`src/rtl/audio_pkg.sv`:
```
// ============================================================================
// Package  : audio_pkg
// Purpose  : Shared widths, saturation limits and FSM states for the gain ramp.
// Revision : 1.0
// ============================================================================
`default_nettype none

package audio_pkg;

  localparam int          SAMPLE_W   = 16;
  localparam int          GAIN_FRAC  = 14;
  localparam logic [15:0] UNITY_GAIN = 16'h4000;
  localparam int          SAT_MAX    = 32767;
  localparam int          SAT_MIN    = -32768;

  typedef enum logic [1:0] {
    ST_IDLE = 2'd0,
    ST_LOAD = 2'd1,
    ST_MUL1 = 2'd2,
    ST_MUL2 = 2'd3
  } state_t;

endpackage

`default_nettype wire

```
`src/rtl/gain_mul_sat.sv`:
```
// ============================================================================
// Module   : gain_mul_sat
// Purpose  : Combinational s16 x u16(Q2.14) multiply, round half up, clamp to int16.
// Revision : 1.0
// ============================================================================
`default_nettype none

module gain_mul_sat
  import audio_pkg::*;
(
  input  logic signed [SAMPLE_W-1:0] sample_i,
  input  logic        [SAMPLE_W-1:0] gain_i,
  output logic signed [SAMPLE_W-1:0] result_o
);

  localparam int PROD_W = 2 * SAMPLE_W + 1;
  localparam logic signed [PROD_W-1:0] RND_HALF = PROD_W'(2 ** (GAIN_FRAC - 1));
  localparam logic signed [PROD_W-1:0] HI_LIM   = PROD_W'(SAT_MAX);
  localparam logic signed [PROD_W-1:0] LO_LIM   = PROD_W'(SAT_MIN);

  logic signed [PROD_W-1:0] prod;
  logic signed [PROD_W-1:0] rounded;
  logic signed [PROD_W-1:0] shifted;

  // Gain is zero-extended so 0x8000..0xFFFF stay positive.
  assign prod    = sample_i * $signed({1'b0, gain_i});
  assign rounded = prod + RND_HALF;
  assign shifted = rounded >>> GAIN_FRAC;

  always_comb begin
    if (shifted > HI_LIM) begin
      result_o = SAMPLE_W'(SAT_MAX);
    end else if (shifted < LO_LIM) begin
      result_o = SAMPLE_W'(SAT_MIN);
    end else begin
      result_o = shifted[SAMPLE_W-1:0];
    end
  end

endmodule

`default_nettype wire

```
`src/rtl/audio_gain_ramp.sv`:
```
// ============================================================================
// Module   : audio_gain_ramp
// Purpose  : Frame-locked stereo gain stage with ramped Q2.14 gain and int16
//            saturation; one multiplier shared by both channels.
//            Define GAIN_RAMP_EN to limit gain change to RAMP_STEP per frame.
// Revision : 1.0
// ============================================================================
`default_nettype none

module audio_gain_ramp
  import audio_pkg::*;
#(
  parameter logic [7:0]  LOAD_CNT  = 8'd8,
  parameter logic [15:0] RAMP_STEP = 16'h0100,
  parameter logic [15:0] UNITY     = UNITY_GAIN
) (
  input  logic                mclk,
  input  logic                rst,
  input  logic [7:0]          cnt256_n,
  input  logic [SAMPLE_W-1:0] ch1_in,
  input  logic [SAMPLE_W-1:0] ch2_in,
  input  logic [15:0]         gain_target,
  input  logic                mute,
  output logic [SAMPLE_W-1:0] ch1_out,
  output logic [SAMPLE_W-1:0] ch2_out,
  output logic [15:0]         gain_cur
);

  state_t                      state_q;
  logic signed [SAMPLE_W-1:0]  smp1_q;
  logic signed [SAMPLE_W-1:0]  smp2_q;
  logic signed [SAMPLE_W-1:0]  res1_q;
  logic        [SAMPLE_W-1:0]  ch1_q;
  logic        [SAMPLE_W-1:0]  ch2_q;
  logic        [15:0]          gain_q;
  logic        [15:0]          gain_d;
  logic        [15:0]          eff_tgt;
  logic signed [SAMPLE_W-1:0]  mul_smp;
  logic signed [SAMPLE_W-1:0]  mul_res;

  assign eff_tgt = mute ? 16'h0000 : gain_target;

`ifdef GAIN_RAMP_EN
  localparam logic signed [16:0] STEP_S = $signed({1'b0, RAMP_STEP});

  logic signed [16:0] diff;

  assign diff = $signed({1'b0, eff_tgt}) - $signed({1'b0, gain_q});

  always_comb begin
    gain_d = eff_tgt;
    if (diff > STEP_S) begin
      gain_d = gain_q + RAMP_STEP;
    end else if (diff < -STEP_S) begin
      gain_d = gain_q - RAMP_STEP;
    end
  end
`else
  logic unused_ramp_step;

  assign unused_ramp_step = ^RAMP_STEP;

  always_comb begin
    gain_d = eff_tgt;
  end
`endif

  assign mul_smp = (state_q == ST_MUL1) ? smp1_q : smp2_q;

  gain_mul_sat u_mul (
    .sample_i (mul_smp),
    .gain_i   (gain_q),
    .result_o (mul_res)
  );

  // The sequence is driven by state alone, so counter jumps cannot restart it.
  always_ff @(posedge mclk or posedge rst) begin
    if (rst) begin
      state_q <= ST_IDLE;
      smp1_q  <= '0;
      smp2_q  <= '0;
      res1_q  <= '0;
      ch1_q   <= '0;
      ch2_q   <= '0;
      gain_q  <= UNITY;
    end else begin
      case (state_q)
        ST_IDLE: begin
          if (cnt256_n == LOAD_CNT) begin
            smp1_q  <= ch1_in;
            smp2_q  <= ch2_in;
            gain_q  <= gain_d;
            state_q <= ST_LOAD;
          end
        end
        ST_LOAD: begin
          state_q <= ST_MUL1;
        end
        ST_MUL1: begin
          res1_q  <= mul_res;
          state_q <= ST_MUL2;
        end
        ST_MUL2: begin
          ch1_q   <= res1_q;
          ch2_q   <= mul_res;
          state_q <= ST_IDLE;
        end
        default: begin
          state_q <= ST_IDLE;
        end
      endcase
    end
  end

  assign ch1_out  = ch1_q;
  assign ch2_out  = ch2_q;
  assign gain_cur = gain_q;

endmodule

`default_nettype wire

```
`config.mk`:
```
export PLATFORM = sky130hd
export DESIGN_NAME = audio_gain_ramp
export DESIGN_NICKNAME = d
export VERILOG_FILES = /design/src/rtl/audio_pkg.sv /design/src/rtl/gain_mul_sat.sv /design/src/rtl/audio_gain_ramp.sv
export SDC_FILE = /design/constraint.sdc
export NUM_CORES = 1
export LEC_CHECK = 0
export CAP_MARGIN = 15
export CORE_UTILIZATION = 55
export DETAILED_ROUTE_END_ITERATION = 8
export GPL_TIMING_DRIVEN = 0
export PLACE_DENSITY = 0.81
export SLEW_MARGIN = 30
export SYNTH_ARGS = -nofsm -noshare
export SYNTH_HDL_FRONTEND = slang
export SYNTH_SLANG_ARGS = --single-unit
```
`constraint.sdc`:
```
create_clock -name mclk -period 9.9 [get_ports mclk]
set_input_delay 1.485 -clock mclk [delete_from_list [all_inputs] [get_ports mclk]]
set_output_delay 1.485 -clock mclk [all_outputs]
set_load 0.1 [all_outputs]
```
# Word level (Yosys, flattened, before mapping)
# Cells that the tools add are included.
# op_classes
add_sub_neg,1
n_mul,1
div_mod_pow,0
order_cmp,2
eq_ne,5
shift,0
n_mux,6
bitwise_logic,0
reduce_logical,2
# op_table
operator,count
16-bit 2-to-1 mux,4
33-bit by 15-bit adder with 33-bit output (second input constant),1
16-bit by 17-bit multiplier with 33-bit output,1
19-bit by 16-bit > comparator with 1-bit output (second input constant),1
19-bit by 16-bit < comparator with 1-bit output (second input constant),1
8-bit by 4-bit == test with 1-bit output (second input constant),1
2-bit case mux with 4 select lines,1
2-bit == test (second input constant),2
2-bit by 1-bit == test with 1-bit output (second input constant),1
2-bit zero test,1
2-bit 2-to-1 mux,1
2-bit inequality test (second input constant),1
2-bit AND reduction,1
# totals
regBits,98
latchBits,0
ramBits,0
rom_bits,0
elab_cells,24
mem_count,0

# Depth between registers and ports, before layout
# Gate-level depths: netlist (run 1).
# depth
word_depth,7
ltp_mapped,29
ltp_nobuf,25

# Hierarchy
# From an unflattened synthesis (run 1), not the netlist that was laid out.
# unflattened
hier_cells,1298
hier_area_um2,12981.2
# by_module_without_submodules
mod,instances,cells_per_inst,area_each_um2,seq_area_each_um2
gain_mul_sat,1,1044,8857.2,0.0
audio_gain_ramp,1,254,4124.0,2453.6

# Least setup slack after synthesis (run 1)
# No wires, ideal clock.
# synth_path
path_type,register -> register
from,reg state_q[0]
to,"reg ch2_q[11], in the netlist ch2_out[11]"
setup_time_ps,125
arrival_ps,7228
required_time_ps,9775
path_slack_ps,2547
path_stages_with_launch,28
path_buffers,4
path_cell_list,dfrtp_1 > inv_1 > ha_1 > buf_6 > clkbuf_1 > mux2_2 > clkbuf_1 > nand2_1 > fa_1 > fa_1 > fa_1 > fa_1 > inv_1 > fa_1 > inv_1 > fa_1 > inv_1 > ha_1 > a21o_1 > a21boi_0 > nor3b_1 > a211oi_2 > a221oi_2 > xor2_1 > a31oi_1 > and2_4 > buf_6 > a211o_1
# synth_via
elab_chain_cells,7
# synth_lines
item,line_no,source
from (decl),audio_gain_ramp.sv:29,state_t state_q;
from (signal assigned),audio_gain_ramp.sv:79,state_q <= ST_IDLE;
from (signal assigned),audio_gain_ramp.sv:93,state_q <= ST_LOAD;
from (signal assigned),audio_gain_ramp.sv:97,state_q <= ST_MUL1;
2-bit == test,audio_gain_ramp.sv:68,assign mul_smp = (state_q == ST_MUL1) ? smp1_q : smp2_q;
16-bit 2-to-1 mux,audio_gain_ramp.sv:68,
16-bit by 17-bit multiplier with 33-bit output,gain_mul_sat.sv:26,"assign prod = sample_i * $signed({1'b0, gain_i});"
33-bit by 15-bit adder with 33-bit output,gain_mul_sat.sv:27,assign rounded = prod + RND_HALF;
19-bit by 16-bit < comparator with 1-bit output,gain_mul_sat.sv:33,end else if (shifted < LO_LIM) begin
16-bit 2-to-1 mux,gain_mul_sat.sv:33,
16-bit 2-to-1 mux,gain_mul_sat.sv:31,if (shifted > HI_LIM) begin
to (signal assigned),audio_gain_ramp.sv:105,ch2_q <= mul_res;
to (decl),audio_gain_ramp.sv:34,logic [SAMPLE_W-1:0] ch2_q;
# Parallel ways exist; a longest one is shown, timed or not.
# A chain may end at the register's enable or synchronous reset.

# Worst setup path after layout (run 1)
# layout_path
from,reg state_q[0]
to,"reg ch2_q[0], in the netlist ch2_out[0]"
# The elaborated chain is that of the path after synthesis.

==> results of run 1 <==
per-stage QoR:
step	hold WS (ns)	total power [mW]	utilization, %	area, um^2
floorplan	0.457	1.30	-	12900
global placement	0.477	1.58	62.9	14400
detailed placement	0.481	1.60	63.1	14400
CTS	0.501	2.01	64.5	14700
finish	0.506	2.01	64.5	14700
global route	0.516	2.10	64.5	14700
layout by cell type (no fill, tap or decap), drive strengths merged, types with 6 or more instances in the layout:
cell	Yosys	final
and2	62	62
nor2b	64	64
mux2i	6	6
nand4	7	7
o21ai	32	32
o21a	7	7
a211o	19	19
nor2	41	41
nand2	166	166
a221o	9	9
mux2	59	59
a21oi	31	31
nor3	10	10
o211ai	7	7
nand3	7	7
inv	240	242
ha	121	121
nand2b	26	26
xor2	9	9
xnor2	12	12
clkbuf	51	60
or2	7	7
fa	194	194
dfrtp	97	97
clkdlybuf4s50	0	106
power by group:
part,internal (mW),switching [mW]
combinational,0.313,0.733
sequential,0.494,0.0671
clock,0.204,0.198
sequential cells by signal, summed over array words and instances, names as in the netlist:
name,cells
smp2_q,16
res1_q,16
ch1_out,16
gain_cur,16
smp1_q,16
state_q,2
ch2_out,16
area by class of cell:
| type | instances | area, um^2 |
|---|---|---|
| Multi-Input combinational cell | 942 | 9340 |
| Fill cell | 1830 | 8110 |
| Sequential cell | 98 | 2450 |
| Timing Repair Buffer | 107 | 1090 |
| Inverter | 240 | 906 |
| Tap cell | 313 | 392 |
| Buffer | 55 | 233 |
| Clock buffer | 9 | 225 |
| Clock inverter | 7 | 98.8 |
| Antenna cell | 1 | 2.50 |
worst max-delay path, stage by stage (launching register included):
cell	delay (ns)
dfrtp_1	0.40
inv_1	0.12
ha_1	0.19
buf_6	0.19
clkbuf_1	0.56
mux2i_1	0.83
clkbuf_1	0.55
nor2_1	0.11
fa_1	0.53
fa_1	0.43
fa_1	0.55
fa_1	0.44
fa_1	0.51
inv_1	0.06
fa_1	0.52
inv_1	0.06
ha_1	0.37
a21oi_1	0.29
o21ai_0	0.18
nor3b_1	0.32
a211oi_2	0.16
a221oi_2	0.25
xor2_1	0.34
o31a_4	0.24
buf_4	0.17
nor2_1	0.09
a211o_1	0.32
logic make-up (layout without fill, tap and decap cells):
kind of cell | after synthesis | count (layout) | synth area share [%]
simple gates | 405 | 405 | 15.8
fa+ha+maj | 315 | 315 | 41.8
buf+inv | 295 | 418 | 8.77
compound gates | 136 | 136 | 7.51
flops | 98 | 98 | 19.0
mux | 65 | 65 | 5.67
xor+xnor | 21 | 21 | 1.48
other cells | 0 | 1 | 0
routing by layer:
| metal | GRT usage, % | up-vias |
|---|---|---|
| li1 | - | 4419 |
| met1 | 40.6 | 4974 |
| met2 | 53.2 | 470 |
| met3 | 5.82 | 98 |
| met4 | 15.4 | 2 |
| met5 | 0 | - |
path summary, 6_finish.rpt:
| kind | from | endpoint | slack (ns) | depth (start not counted) |
|---|---|---|---|---|
| worst max register to register | state_q[0]$_DFFE_PP0P_ | ch2_out[0]$_DFFE_PP0N_ | 0.98 | 26 |
| worst min register to register | res1_q[11]$_DFFE_PP0P_ | res1_q[11]$_DFFE_PP0P_ | 0.51 | 1 |
| worst min-delay path | res1_q[11]$_DFFE_PP0P_ | res1_q[11]$_DFFE_PP0P_ | 0.51 | 1 |
| max in group asynchronous | rst | gain_cur[6]$_DFFE_PP0P_ | 7.78 | 3 |
| worst max-delay path | state_q[0]$_DFFE_PP0P_ | ch2_out[0]$_DFFE_PP0N_ | 0.98 | 26 |
| min in group asynchronous | rst | res1_q[5]$_DFFE_PP0P_ | 1.50 | 2 |
==> flow_metrics.env, run 1 <==
export IMPL_post_route_min_period_ns=8.92
export IMPL_track_usage_pct=32.0
export IMPL_relSlewSlack_pct=33.3
export IMPL_cts_resized_gates=0
export IMPL_cp_required_ns=10.14
export IMPL_clk_latency_ns=0.37
export IMPL_syn_avg_cell_area_um2=9.68
export IMPL_gp_congestion=0.975
export IMPL_crit_path_start_kind="flip-flop"
export IMPL_drtIter0Drc=553
export IMPL_dp_cells=1755
export IMPL_finalSetupViolCount=0
export IMPL_dr_wl_met2_mm=16.9
export IMPL_fin_crit_sh_pct=90.1
export IMPL_nets=1827
export IMPL_post_cts_buffers=0
export IMPL_setup_ws_ns=0.979
export IMPL_numPortBuffers=106
export IMPL_met3_wirelength_mm=3.10
export IMPL_io_pins=107
export IMPL_rsz0062_at_grt="false"
export IMPL_tns_ns=0
export IMPL_cts_buffers=9
export IMPL_synth_largest_area_cell="fa_1"
export IMPL_start_util_pct=56.5
export IMPL_num_rows=55
export IMPL_async_flop_share_pct=100
export IMPL_finalHoldViolations=0
export IMPL_netlist_area_leader_share_pct=30.1
export IMPL_die_area_mm2=0.0241
export IMPL_cts_hold_buf=0
export IMPL_worstSetupPathType="reg -> reg"
export IMPL_max_clock_freq_ghz=0.112
export IMPL_vias_per_cell=5.62
export IMPL_worstSetupEndpointType="flip-flop"
export IMPL_cts_root_buf="clkbuf_16"
export IMPL_die_y_um=155
export IMPL_clock_path_buffers=2
export IMPL_cts_tree="done"
export IMPL_ys_top_cells_by_area="fa_1, dfrtp_1, ha_1, inv_1, mux2_2"
export IMPL_drtAntennaViolNets=0
export IMPL_avgRoutedWirePerCell_um=20.1
export IMPL_wl_mm=35.6
export IMPL_hpwlAfterDp_mm=28.4
export IMPL_grt_overflow=0
export IMPL_firstDrtPassIters=5
export IMPL_worstPathArrival_ns=9.17
export IMPL_grt_max_degree=57
export IMPL_hold_class="reg -> reg"
export IMPL_yosys_warnings=0
export IMPL_clock_sinks=98
export IMPL_peakVddDrop_mv=0.282
export IMPL_synth_area_mm2=0.0129
export IMPL_route_vias_total=9963
export IMPL_fin_skew_ns=0.0165
export IMPL_finalMaxSlewViolations=0
export IMPL_synth_most_common_cell="inv_1"
export IMPL_core_area_mm2=0.0228
export IMPL_fp_dieW_um=155
export IMPL_yosysUniqueCellTypes=60
export IMPL_power_leakage_nw=7.44
export IMPL_cts_max_level=3
export IMPL_antenna_found_initial=2
export IMPL_grt_pass1_wl_mm=58.5
export IMPL_area_growth_pct=14.1
export IMPL_syn_inst=1335
export IMPL_grt_pass1_vias=10900
export IMPL_worst_pin_slew_ns=0.998
export IMPL_drc=0
export IMPL_synthesis_nets=1709
export IMPL_synth_edf_count=0
export IMPL_pre_cts_ws_ns=1.08
export IMPL_power_density_mw_per_mm2=136
export IMPL_yosys_most_used_dff="dfrtp_1"
export IMPL_ys_top_cells_by_count="inv_1, fa_1, nand2_1"
export IMPL_top_layer="met5"
export IMPL_clk_pin_slew_ns=0.08
export IMPL_drive_above_1_share_pct=7.48
export IMPL_synth_seq_cells=98
export IMPL_critPathMaxFanout=10
export IMPL_fin_cells=1772
export IMPL_status="finished clean"
export IMPL_yosysSeqAreaShare_pct=19.0
export IMPL_drt_met1_wl_mm=13.7
export IMPL_max_cap_viol_count=0
No activity file was read; power rests on OpenSTA's default activity.
==> run 2: changes to the inputs <==
Settings changed: CORE_UTILIZATION 55 to 50, CTS_BUF_LIST from default to sky130_fd_sc_hd__clkbuf_4 sky130_fd_sc_hd__clkbuf_8, GPL_TIMING_DRIVEN 0 to default, PLACE_DENSITY 0.81 to 0.75.
==> flow_metrics.env, run 2 (synthesized netlist as in run 1, its figures left out) <==
export IMPL_critPathMaxFanout=16
export IMPL_r2r_start="state_q[0]$_DFFE_PP0P_"
export IMPL_peakVddDrop_mv=0.348
export IMPL_num_rows=58
export IMPL_final_util_pct=57.2
export IMPL_die_y_um=163
export IMPL_power_leakage_nw=7.33
export IMPL_route_vias_total=9563
export IMPL_nets=1780
export IMPL_firstDrtPassIters=5
export IMPL_clk_pin_slew_ns=0.12
export IMPL_relSlewSlack_pct=33.5
export IMPL_use_met3_pct=3.97
export IMPL_reg2reg_setup_slack_ns=1.79
export IMPL_worstPathArrival_ns=8.39
export IMPL_grt_overflow=0
export IMPL_post_cts_buffers=0
export IMPL_crit_path_start_kind="flip-flop"
export IMPL_grt_max_degree=71
export IMPL_final_cell_mix="inv_1, fa_1, nand2_1, ha_1, clkdlybuf4s50_1"
export IMPL_post_route_min_period_ns=8.11
export IMPL_antennaDiodeCount=0
export IMPL_wl_mm=32.9
export IMPL_cts_max_level=3
export IMPL_antenna_found_initial=0
export IMPL_finalMaxSlewViolations=0
export IMPL_fin_crit_sh_pct=81.9
export IMPL_power_density_mw_per_mm2=129
export IMPL_dp_cells=1725
export IMPL_hold_slack_ns=0.503
export IMPL_tns_ns=0
export IMPL_numPortBuffers=106
export IMPL_crit_start="state_q[0]$_DFFE_PP0P_"
export IMPL_clock_path_buffers=2
export IMPL_worstSetupEndpoint="res1_q[9]$_DFFE_PP0P_"
export IMPL_start_util_pct=51.2
export IMPL_grt_pass1_vias=10200
export IMPL_vias_per_cell=5.49
export IMPL_mostFrequentLayoutCell="inv_1"
export IMPL_rsz0062_at_grt="false"
export IMPL_clk_latency_ns=0.41
export IMPL_max_clock_freq_ghz=0.123
export IMPL_fin_skew_ns=0.0302
export IMPL_worst_pin_slew_ns=0.994
export IMPL_gp_congestion=0.911
export IMPL_drtIter0Drc=563
export IMPL_drc=0
export IMPL_finalSetupViolCount=0
export IMPL_busiest_layer="met2"
export IMPL_die_area_mm2=0.0265
export IMPL_track_usage_pct=26.6
export IMPL_cts_root_buf="clkbuf_8"
export IMPL_hold_class="reg -> reg"
export IMPL_cp_required_ns=10.18
export IMPL_reg2reg_to="res1_q[9]$_DFFE_PP0P_"
export IMPL_clock_sinks=98
export IMPL_cts_resized_gates=0
export IMPL_status="finished clean"
export IMPL_worstSetupEndpointType="flip-flop"
export IMPL_total_power_mw=1.86
export IMPL_finalHoldViolations=0
export IMPL_grtUsageMet2_pct=45.0
export IMPL_drtAntennaViolNets=0
export IMPL_fin_cells=1741
export IMPL_worstSetupPathType="reg -> reg"
export IMPL_grt_pass1_wl_mm=54.3
export IMPL_max_cap_viol_count=0
export IMPL_fp_dieW_um=163
export IMPL_area_growth_pct=11.8
export IMPL_cts_tree="done"
export IMPL_cts_buffers=9
export IMPL_met1_usage_pct=35.5
export IMPL_io_pins=107
export IMPL_cts_hold_buf=0
export IMPL_hpwlAfterDp_mm=24.5
export IMPL_ff2ff_path_depth=23
export IMPL_avgRoutedWirePerCell_um=18.9
export IMPL_drive_above_1_share_pct=7.94
export IMPL_core_area_mm2=0.0253
run 2: worst min-delay path by stage:
| stage | start | end | slack (ns) | cells past startpoint |
|---|---|---|---|---|
| floorplan | res1_q[11]$_DFFE_PP0P_ | res1_q[11]$_DFFE_PP0P_ | 0.46 | 1 |
| global placement | res1_q[11]$_DFFE_PP0P_ | res1_q[11]$_DFFE_PP0P_ | 0.48 | 1 |
| detailed placement | res1_q[12]$_DFFE_PP0P_ | res1_q[12]$_DFFE_PP0P_ | 0.48 | 1 |
| CTS | res1_q[12]$_DFFE_PP0P_ | res1_q[12]$_DFFE_PP0P_ | 0.51 | 1 |
| global route | res1_q[12]$_DFFE_PP0P_ | res1_q[12]$_DFFE_PP0P_ | 0.54 | 1 |
| finish | res1_q[12]$_DFFE_PP0P_ | res1_q[12]$_DFFE_PP0P_ | 0.50 | 1 |
run 2: metal layers:
layer | wire length, um | vias to the layer above | share of wire, %
met3 | 2070 | 59 | 6.3
met2 | 16100 | 312 | 49
met1 | 13900 | 4860 | 42
met4 | 793 | 0 | 2.4
met5 | 0 | - | 0
li1 | - | 4332 | -
run 2: critical path, cell delays in order, from the launching register on:
cell	delay [ns]
dfrtp_1	0.40
inv_1	0.12
ha_1	0.74
mux2_2	0.60
nand2_1	0.16
fa_1	0.54
fa_1	0.58
fa_1	0.45
fa_1	0.54
inv_1	0.05
fa_1	0.48
inv_1	0.06
fa_1	0.60
inv_1	0.06
ha_1	0.35
a21o_1	0.19
a21boi_0	0.31
nor3b_1	0.33
a211oi_2	0.14
a221oi_2	0.27
xor2_1	0.28
o31a_4	0.30
nor2_1	0.11
a221o_1	0.33
run 2: final cells by class:
cell class	instances	area, um^2
fillers	2206	10800
multi-input cells	942	9340
flip-flops and latches	98	2450
repair buffers	115	1130
inverters	240	903
well taps	330	413
clock buffers	9	124
clock inverters	7	81.3
run 2: power breakdown:
| group | switching [mW] | total, mW | internal [mW] |
|---|---|---|---|
| combinational | 0.698 | 1.00 | 0.302 |
| clock | 0.187 | 0.289 | 0.101 |
| sequential | 0.0778 | 0.571 | 0.493 |
run 2: metrics by stage:
stage / setup WS, ns / instance area [um^2]
after floorplan: 2.55 / 12900
final: 1.79 / 14400
after global routing: 1.45 / 14400
after global placement: 1.99 / 14200
after CTS: 1.86 / 14400
after detailed placement: 1.93 / 14200
==> run 3: changes to the inputs <==
Settings changed: PLACE_DENSITY 0.75 to 0.78.
Clock period 9.9 ns to 7.1 ns, I/O delays scaled along.
==> flow_metrics.env, run 3 (synthesized netlist as in run 1, its figures left out) <==
export IMPL_clock_sinks=98
export IMPL_r2r_start="state_q[1]$_DFFE_PP0P_"
export IMPL_final_cell_mix="inv_1, fa_1, nand2_1, ha_1, clkdlybuf4s50_1"
export IMPL_numPortBuffers=106
export IMPL_fin_cells=1826
export IMPL_fin_crit_sh_pct=99.6
export IMPL_drtAntennaViolNets=0
export IMPL_firstDrtPassIters=5
export IMPL_grt_max_degree=65
export IMPL_finalHoldViolations=0
export IMPL_start_util_pct=51.2
export IMPL_area_sequential_mm2=0.00245
export IMPL_mostFrequentLayoutCell="inv_1"
export IMPL_cp_required_ns=7.39
export IMPL_critPathMaxFanout=8
export IMPL_grt_pass1_vias=10400
export IMPL_cts_root_buf="clkbuf_8"
export IMPL_multi_input_area_mm2=0.00980
export IMPL_min_to="res1_q[12]$_DFFE_PP0P_"
export IMPL_fillerInstances=1997
export IMPL_peakVddDrop_mv=0.440
export IMPL_vias_per_cell=5.59
export IMPL_crit_path_start_kind="flip-flop"
export IMPL_grt_pass1_wl_mm=54.5
export IMPL_ff2ff_path_depth=26
export IMPL_drive_above_1_share_pct=17.8
export IMPL_cts_hold_buf=0
export IMPL_hold_class="reg -> reg"
export IMPL_reg2reg_setup_slack_ns=0.03
export IMPL_place_area_mm2=0.0146
export IMPL_wl_mm=35.3
export IMPL_nets=1865
export IMPL_track_usage_pct=26.5
export IMPL_reg2reg_to="res1_q[12]$_DFFE_PP0P_"
export IMPL_route_vias_total=10200
export IMPL_fp_dieW_um=163
export IMPL_post_route_min_period_ns=7.07
export IMPL_io_pins=107
export IMPL_worstSetupPathType="reg -> reg"
export IMPL_antenna_found_initial=0
export IMPL_power_density_mw_per_mm2=178
export IMPL_max_cap_viol_count=0
export IMPL_drc=0
export IMPL_cts_buffers=9
export IMPL_die_area_mm2=0.0265
export IMPL_status="finished clean"
export IMPL_whs_path_depth=1
export IMPL_gp_congestion=0.898
export IMPL_cts_tree="done"
export IMPL_power_leakage_nw=7.85
export IMPL_antennaDiodeCount=0
export IMPL_grt_overflow=0
export IMPL_worstPathArrival_ns=7.36
export IMPL_dp_cells=1774
export IMPL_cts_max_level=3
export IMPL_area_growth_pct=21.1
export IMPL_finalMaxSlewViolations=0
export IMPL_clk_latency_ns=0.41
export IMPL_worst_pin_slew_ns=0.994
export IMPL_max_clock_freq_ghz=0.141
export IMPL_worstSetupEndpointType="flip-flop"
export IMPL_clk_pin_slew_ns=0.10
export IMPL_core_area_mm2=0.0253
export IMPL_clock_path_buffers=2
export IMPL_finalSetupViolCount=0
export IMPL_fin_skew_ns=0.0226
export IMPL_num_rows=58
export IMPL_rsz0062_at_grt="true"
export IMPL_relSlewSlack_pct=33.5
export IMPL_drtIter0Drc=765
export IMPL_avgRoutedWirePerCell_um=19.3
export IMPL_design_area_mm2=0.0156
export IMPL_worst_hold_startpoint="res1_q[12]$_DFFE_PP0P_"
export IMPL_hpwlAfterDp_mm=25.9
export IMPL_die_y_um=163
run 3: worst max-delay path, stage by stage (launching register included):
cell and delay [ns]:
dfrtp_1 0.44, ha_4 0.21, clkbuf_16 0.16, buf_4 0.15, mux2_4 0.26, buf_6 0.16
nand2_1 0.08, fa_1 0.58, inv_1 0.05, fa_1 0.45, ha_1 0.24, fa_1 0.54
inv_1 0.05, fa_1 0.48, inv_1 0.06, fa_1 0.52, ha_1 0.29, or3_1 0.41
o221a_2 0.26, o211ai_2 0.12, a211oi_2 0.13, a221oi_2 0.32, xor2_2 0.31, o31a_4 0.26
buf_6 0.11, nor3_2 0.03, a211o_1 0.28
run 3: area by class of cell:
class	count	area share, %
multi-input cells	947	62.7
well taps	330	2.64
repair buffers	195	12.0
clock buffers	9	0.792
flip-flops and latches	98	15.7
inverters	240	5.78
clock inverters	7	0.440
run 3: where the power goes:
group	internal, mW	leakage (nW)	switching [mW]
registers	0.688	1.32	0.108
clock network	0.138	0.0968	0.245
logic	0.556	6.44	1.04
total	1.38	7.85	1.40
run 3: worst max-delay path by stage:
stage / startpoint / end / slack (ns)
after floorplan: state_q[0]$_DFFE_PP0P_ / ch2_out[11]$_DFFE_PP0N_ / 0.006
after global placement: state_q[0]$_DFFE_PP0P_ / res1_q[9]$_DFFE_PP0P_ / 0.04
after CTS: state_q[0]$_DFFE_PP0P_ / ch2_out[6]$_DFFE_PP0N_ / 0.02
after detailed placement: state_q[0]$_DFFE_PP0P_ / res1_q[9]$_DFFE_PP0P_ / -0.12
final: state_q[1]$_DFFE_PP0P_ / res1_q[12]$_DFFE_PP0P_ / 0.03
after global routing: state_q[0]$_DFFE_PP0P_ / res1_q[12]$_DFFE_PP0P_ / -0.18
run 3: per-layer routing:
| layer | vias to the layer above | track usage (%) | share of wire, % |
|---|---|---|---|
| li1 | 4500 | - | - |
| met1 | 5121 | 35.4 | 40 |
| met2 | 494 | 43.5 | 48 |
| met3 | 92 | 5.98 | 8.3 |
| met4 | 0 | 7.01 | 3.5 |
| met5 | - | 0 | 0 |
run 3: what timing repair did:
| action | 4_1_cts | 5_1_grt |
|---|---|---|
| endpoints found under the setup margin | 30 | 30 |
| setup buffers | 1 | 27 |
| cloned | 1 | 7 |
| pin swaps | 3 | 60 |
| resized for setup | 9 | 103 |
| endpoints found under the hold margin | 0 | 0 |
run 3: stage by stage:
step | setup WS [ns] | hold slack, ns | power, mW | util [%] | TNS [ns]
4_1_cts | 0.0171 | 0.513 | 2.63 | 59.0 | 0
6_report | 0.0281 | 0.508 | 2.78 | 61.9 | 0
2_1_floorplan | 0.00577 | 0.457 | 1.82 | - | 0
3_5_place_dp | -0.116 | 0.485 | 2.24 | 58.0 | -1.76
3_3_place_gp | 0.0437 | 0.478 | 2.21 | 58.0 | 0
5_1_grt | -0.178 | 0.525 | 2.90 | 61.9 | -3.55
